==> src/rtl/ex_mem_skid.sv <==
// ex_mem_skid: two-entry registered skid buffer between the execute and
// memory stages. Holds the execute result plus write-back/memory control
// bits and hands them on under a valid/ready handshake. in_ready comes
// from flops only, which gives full throughput with no combinational
// out_ready -> in_ready path. Supports flush and a sticky halt.
module ex_mem_skid #(
    parameter int DW = 16,
    parameter int RW = 3
) (
    input  logic          clk,
    input  logic          rst_n,
    input  logic          in_valid,
    output logic          in_ready,
    input  logic [DW-1:0] in_result,
    input  logic [DW-1:0] in_st_data,
    input  logic [RW-1:0] in_rd,
    input  logic          in_reg_wr,
    input  logic          in_mem_rd,
    input  logic          in_mem_wr,
    input  logic          in_halt,
    input  logic          flush,
    output logic          out_valid,
    input  logic          out_ready,
    output logic [DW-1:0] out_result,
    output logic [DW-1:0] out_st_data,
    output logic [RW-1:0] out_rd,
    output logic          out_reg_wr,
    output logic          out_mem_rd,
    output logic          out_mem_wr,
    output logic          out_halt,
    output logic          halted
);

    // Packed beat layout: {result, st_data, rd, reg_wr, mem_rd, mem_wr, halt}
    localparam int BW = 2*DW + RW + 4;

    typedef enum logic [1:0] {
        EMPTY = 2'd0,
        ONE   = 2'd1,
        TWO   = 2'd2
    } occ_t;

    occ_t          state;
    logic          halted_q;
    logic [BW-1:0] main_beat;
    logic [BW-1:0] skid_beat;
    logic [BW-1:0] in_beat;
    logic          accept;
    logic          pop;

    assign in_beat = {in_result, in_st_data, in_rd,
                      in_reg_wr, in_mem_rd, in_mem_wr, in_halt};

    // The skid is only occupied in TWO, so intake readiness is a pure flop decode.
    assign in_ready  = (state != TWO) && !halted_q;
    assign out_valid = (state != EMPTY);
    assign halted    = halted_q;

    assign accept = in_valid && in_ready;
    assign pop    = out_valid && out_ready;

    // Occupancy FSM, sticky halt and payload movement; flush overrides accept/pop.
    always_ff @(posedge clk or negedge rst_n) begin
        if (!rst_n) begin
            state     <= EMPTY;
            halted_q  <= 1'b0;
            main_beat <= '0;
            skid_beat <= '0;
        end else if (flush) begin
            // Payload is left as-is; only occupancy and halt are cleared.
            state    <= EMPTY;
            halted_q <= 1'b0;
        end else begin
            if (accept && in_halt) begin
                halted_q <= 1'b1;
            end
            case (state)
                EMPTY: begin
                    if (accept) begin
                        main_beat <= in_beat;
                        state     <= ONE;
                    end
                end
                ONE: begin
                    if (accept && pop) begin
                        main_beat <= in_beat;
                    end else if (accept) begin
                        skid_beat <= in_beat;
                        state     <= TWO;
                    end else if (pop) begin
                        state <= EMPTY;
                    end
                end
                TWO: begin
                    // in_ready is low here, so only a pop can move things.
                    if (pop) begin
                        main_beat <= skid_beat;
                        state     <= ONE;
                    end
                end
                default: begin
                    state <= EMPTY;
                end
            endcase
        end
    end

    // Head payload straight from the main register; control bits gated by valid.
    assign out_result  = main_beat[BW-1 -: DW];
    assign out_st_data = main_beat[BW-DW-1 -: DW];
    assign out_rd      = main_beat[4 +: RW];
    assign out_reg_wr  = main_beat[3] && out_valid;
    assign out_mem_rd  = main_beat[2] && out_valid;
    assign out_mem_wr  = main_beat[1] && out_valid;
    assign out_halt    = main_beat[0] && out_valid;

endmodule

==> config.mk <==
export PLATFORM = sky130hd
export DESIGN_NAME = ex_mem_skid
export DESIGN_NICKNAME = d
export VERILOG_FILES = /design/src/rtl/ex_mem_skid.sv
export SDC_FILE = /design/constraint.sdc
export NUM_CORES = 1
export LEC_CHECK = 0
export ABC_AREA = 1
export CAP_MARGIN = 20
export CELL_PAD_IN_SITES_DETAIL_PLACEMENT = 0
export CELL_PAD_IN_SITES_GLOBAL_PLACEMENT = 2
export CORE_ASPECT_RATIO = 1.2
export CORE_MARGIN = 3
export CORE_UTILIZATION = 33
export CTS_BUF_LIST = sky130_fd_sc_hd__clkbuf_8
export DETAILED_ROUTE_END_ITERATION = 6
export PLACE_DENSITY_LB_ADDON = 0.1
export SETUP_SLACK_MARGIN = 0.1
export SLEW_MARGIN = 5
export SYNTH_ARGS = -nofsm -noshare
export SYNTH_HDL_FRONTEND = slang
export SYNTH_SLANG_ARGS = --single-unit
==> constraint.sdc <==
create_clock -name clk -period 2.6 [get_ports clk]
set_clock_uncertainty 0.2 [all_clocks]
set_input_delay 0.39 -clock clk [delete_from_list [all_inputs] [get_ports clk]]
set_output_delay 0.39 -clock clk [all_outputs]
set_load 0.01 [all_outputs]
* Yosys cells after proc, flatten, opt, wreduce, memory -nomap -nowiden
Cells that the tools add are included.
** Word-level totals
- Bits in registers :: 81
- Word-level logic and storage cells :: 46
- Input port bits :: 44
- Output and inout bits :: 42
** Operators by class
- Bitwise operators :: 2
- Mux-type cells :: 13
- Equal/unequal tests :: 10
- Reduce and logical (&&, ||, !) cells :: 17
** Operator list (count)
- $mux W39 :: 3
- $pmux W39 S3 :: 1
- $mux W2 :: 6
- $logic_and A1 B1 Y1 :: 9
- $ne A3 B3 Y1 const B :: 3
- $ne A2 B2 Y1 const B :: 4
- $reduce_and A4 Y1 :: 2
- $pmux W2 S3 :: 1
- $reduce_and A5 Y1 :: 1
- $ne A4 B4 Y1 const B :: 1
- $reduce_bool A2 Y1 :: 2
- $reduce_bool A3 Y1 :: 1
- $eq A2 B1 Y1 const B :: 1
- $eq A2 B2 Y1 const B :: 1
- $logic_not A2 Y1 :: 1
- $mux W1 :: 2
- $not A1 Y1 :: 2
- $logic_not A1 Y1 :: 1

* Longest topological paths before layout
- Depth after elaboration :: 7
- Gate-level depth with buffers :: 10
- Depth with buffers taken out :: 9

* Least setup slack after synthesis
OpenSTA, ideal clock, no wires.
- Path type :: register to register
- From :: reg state[1]
- To :: reg main_beat[10]
- Setup time :: 0.130 ns
- Buffers on the path :: 2
- Cell stages (with the launch flop) :: 9
- Required time :: 2.270 ns
- Setup slack :: 0.855 ns
- Clock period less this slack :: 1.745 ns
- Arrival :: 1.414 ns
- Cells stage by stage :: dfrtp_1 -> buf_2 -> nor2_4 -> nor2_1 -> nand3_1 -> nand3_1 -> nand2_2 -> clkbuf_1 -> o21ai_1
** Between the ends
- Cells in the longest elaborated chain, start to end :: 6
- Elaborated cells between the ends (all ways) :: 15
- Those cells by class :: 6 x eq/ne; 1 x mux; 8 x reduce/logical
** Ends and longest elaborated chain
- start: declaration :: RTL line 43 : occ_t state;
- start signal: assignment :: RTL line 65 : state <= EMPTY;
- start signal: assignment :: RTL line 71 : state <= EMPTY;
- start signal: assignment :: RTL line 81 : state <= ONE;
- $ne A2 B2 Y1 :: RTL line 55 : assign in_ready = (state != TWO) && !halted_q;
- $logic_and A1 B1 Y1 :: RTL line 55
- $logic_and A1 B1 Y1 :: RTL line 59 : assign accept = in_valid && in_ready;
- $logic_and A1 B1 Y1 :: RTL line 85 : if (accept && pop) begin
- $ne A2 B2 Y1 (no line)
- $reduce_and A5 Y1 (no line)
- end signal: assignment :: RTL line 80 : main_beat <= in_beat;
- end signal: assignment :: RTL line 86 : main_beat <= in_beat;
- end signal: assignment :: RTL line 97 : main_beat <= skid_beat;
- end: declaration :: RTL line 45 : logic [BW-1:0] main_beat;
Several ways; a longest one is shown, not always the timed one.
A chain may end at the register's enable or synchronous reset.

* Worst setup path in the final report
- From :: reg state[0]
- To :: out in_ready
** Between the ends
- Cells in the longest elaborated chain, start to end :: 2
** Ends and longest elaborated chain
- $ne A2 B2 Y1 :: RTL line 55
- $logic_and A1 B1 Y1 :: RTL line 55
- end: declaration :: RTL line 13 : output logic in_ready,
No other way between the ends.

==> results.md <==
- Status: finished clean
- Worst Max-Slew Pin Slew: 0.565 ns
- Period utilisation layout: 0.884
- # Max-Cap Violations: 0
- Class of the worst hold path: flip-flop to flip-flop
- Total Neg Setup Slack: 0 ns
- Core Area: about 11000 um^2
- Final core occ: 0.434
- Initial DRC count: 84
- CTS H-tree lvls: 3
- Clock Power Share: 0.211
- Core Rows: between 40 and 50
- Tot GR Track Use: 0.135
- Congestion Overflow GR: 0
- Wire per inst: 12.6 um
- CTS tree: yes
- Combinational share of power: 0.365
- Pleak: 0.00236 uW
- Synth Area per Inst: 8.57 um^2
- IO buf count: 85
- TritonCTS Sinks: 81
- Final hold violation count: 0
- Largest net degree at the start of global routing: 80
- Synth top area cells: dfrtp_1 (52%), nand2_1 (8.7%), buf_4 (6.9%)
- DIE WIDTH: approximately 110 um
- RSZ-0062 raised after global routing: false
- R2R depth: 7
- Initial antenna violation count: 1
- DR vias/cell: about 4.4
- Cell family contributing the most delay on the critical path: buffers and inverters
- Switch share: 0.316
- Diodes inserted: 0
- Final setup viols: 0
- Clk Latency, worst-skew pair: 0.34 ns
- IO Count: 86
- Ys async rst share: 1.00
- Distinct cells, synth: 24
- Final non-filler cell total: between 600 and 700
- Final nets: about 540
- Syn Inst Count: 455
- Synth top area share: 0.520
- Seq pwr share: 0.424
- Die area: about 13000 um^2
- Slowest stage delay, CP: ~0.57 ns
- Drt drc: 0
- Share of cells above drive strength 1: 0.0616
- Post-CTS setup buffers: 0
- Hold path depth: 2
- Int Pwr: 3410 uW
- Pwr per Cell Area: 1020 nW/um^2
- Cell Area, Synth: 3900 um^2
- Slew Limit Fails: 0
- First drt pass iteration count: 4
- Switching pwr: about 1600 uW
- Vias in the first global route: 2908
- Inserted Clock Buffers: 9
- Max VDD drop: 0.393 mV
- Root buf cell: clkbuf_8
- CP max FO: 6
- DR vias: between 2000 and 3000
- Synthesis Warnings: 0
- Syn_nets: approximately 500
- Post-DRT Antenna Nets: 0
- Crit. path cell count: 3
- Most numerous cell in the Yosys netlist: nand2_1
- Post-synth EDFFs: 0
- Die H: 125 um
- Area Overhead vs Synth: 25.8%
- Final worst path period need: about 2.3 ns
- Critical path cell sequence: inv_2 > a21oi_4 > clkdlybuf4s50_1
- Register bit total from synthesis: slightly above 80
- Clk slew on worst S/H paths: ~0.080 ns
- Slew HR: 0.623
- Critical path capture point type: output port
- Max stage delay cell, worst path: clkdlybuf4s50_1
- CP Launch Type: flip-flop
- Starting Density: 0.345
- Required @ worst endpoint: around 2.0 ns
- Arr. time, crit path: between 1.5 and 2 ns
- Routability cong.: ~0.76
- Clock buffer depth: 2
- Crit path buffers/inverters: 2
- HPWL Detailed: 5480 um
- Placed Cells: between 600 and 700
- Fmax: around 0.44 GHz
- WL final: just over 8000 um
- Filler cells: around 1100
- Synth cell count leaders: nand2_1 (90), dfrtp_1 (81), inv_1 (49)
- Synth area leader: dfrtp_1
- First-pass GRT wire length: 14400 um
- Dominant synthesized flop cell: dfrtp_1
- Sequential area share after synthesis: 0.520
- WS Path Type: flip-flop to output port
[through the flow]
step | total power (uW) | worst slack (ns) | area [um^2] | hold WS (ns)
floorplan | 3450 | 0.855 | 3900 | -0.106
global placement | 3970 | 0.407 | 4670 | 0.236
detailed placement | 4010 | 0.368 | 4670 | 0.234
CTS | 5100 | 0.162 | 4900 | 0.289
global route | 5390 | 0.209 | 4910 | 0.306
finish | 4980 | 0.301 | 4910 | 0.283
[cell families (layout without fill, tap and decap cells)]
logic type	after synthesis	count (layout)	share of synthesized area
AND/OR/NAND/NOR	142	142	0.148
AO/OA/AOI/OAI	122	122	0.182
buffers and inverters	110	158	0.151
flip-flops	81	81	0.520
[placed cells by master (no fill, tap or decap), types with 7 or more instances in the layout]
master,count
a21oi_1,35
clkbuf_8,12
clkdlybuf4s50_1,84
dfrtp_1,80
inv_1,50
nand2_1,90
nand3_1,7
nor2_1,39
o21a_1,33
o21ai_0,20
o21ai_1,31
[area by class of cell]
class | count | area, um^2 | area share
Timing Repair Buffer | 93 | 973 | 0.198
Inverter | 50 | 188 | 0.0383
Clock buffer | 12 | 165 | 0.0337
Clock inverter | 3 | 63.8 | 0.0130
Sequential cell | 81 | 2030 | 0.413
Multi-Input combinational cell | 264 | 1290 | 0.264
Tap cell | 154 | 193 | 0.0393
[timing repair]
item                                    in CTS  in global routing
gates resized for setup                      0                  1
endpoints found under the hold margin       39                  0
hold buffers                                 1                  0
endpoints found under the setup margin       0                  1
[power by group through the flow]
stage / Sequential, uW / Combinational [uW] / Clock (uW)
4_1_cts: 2130 / 1870 / 1110
3_3_place_gp: 2140 / 1830 / 0
6_report: 2110 / 1820 / 1050
2_1_floorplan: 2070 / 1380 / 0
5_1_grt: 2190 / 2060 / 1140
3_5_place_dp: 2150 / 1860 / 0
[path summary, 6_finish.rpt]
kind                                from            end  slack, ns
setup reg to reg                state[1]  skid_beat[14]       0.59
setup / recovery                state[0]       in_ready       0.30
max in group asynchronous          rst_n  skid_beat[20]       1.21
hold / removal             main_beat[36]  main_beat[36]       0.28
hold reg to reg            main_beat[36]  main_beat[36]       0.28
min in group asynchronous          rst_n   main_beat[6]       0.38
[worst register-to-register path: stages (launching register included)]
cell,delay [ns]
dfrtp_2,0.51
nor2_4,0.24
nor2_1,0.09
inv_1,0.12
nand4_4,0.28
buf_12,0.29
nor2_1,0.11
a21oi_1,0.05
[flip-flops by register name, indices dropped and copies added (netlist names)]
signal,flops
main_beat,39
state,2
skid_beat,39
halted,1
[routing by layer]
| metal | vias up | wire (um) | track usage |
|---|---|---|---|
| met2 | 54 | 3790 | 0.212 |
| met5 | - | 13 | 0 |
| met1 | 1304 | 3960 | 0.177 |
| met3 | 13 | 383 | 0.0314 |
| li1 | 1494 | - | - |
| met4 | 2 | 136 | 0.0602 |
(Power assumes the default switching activity.)
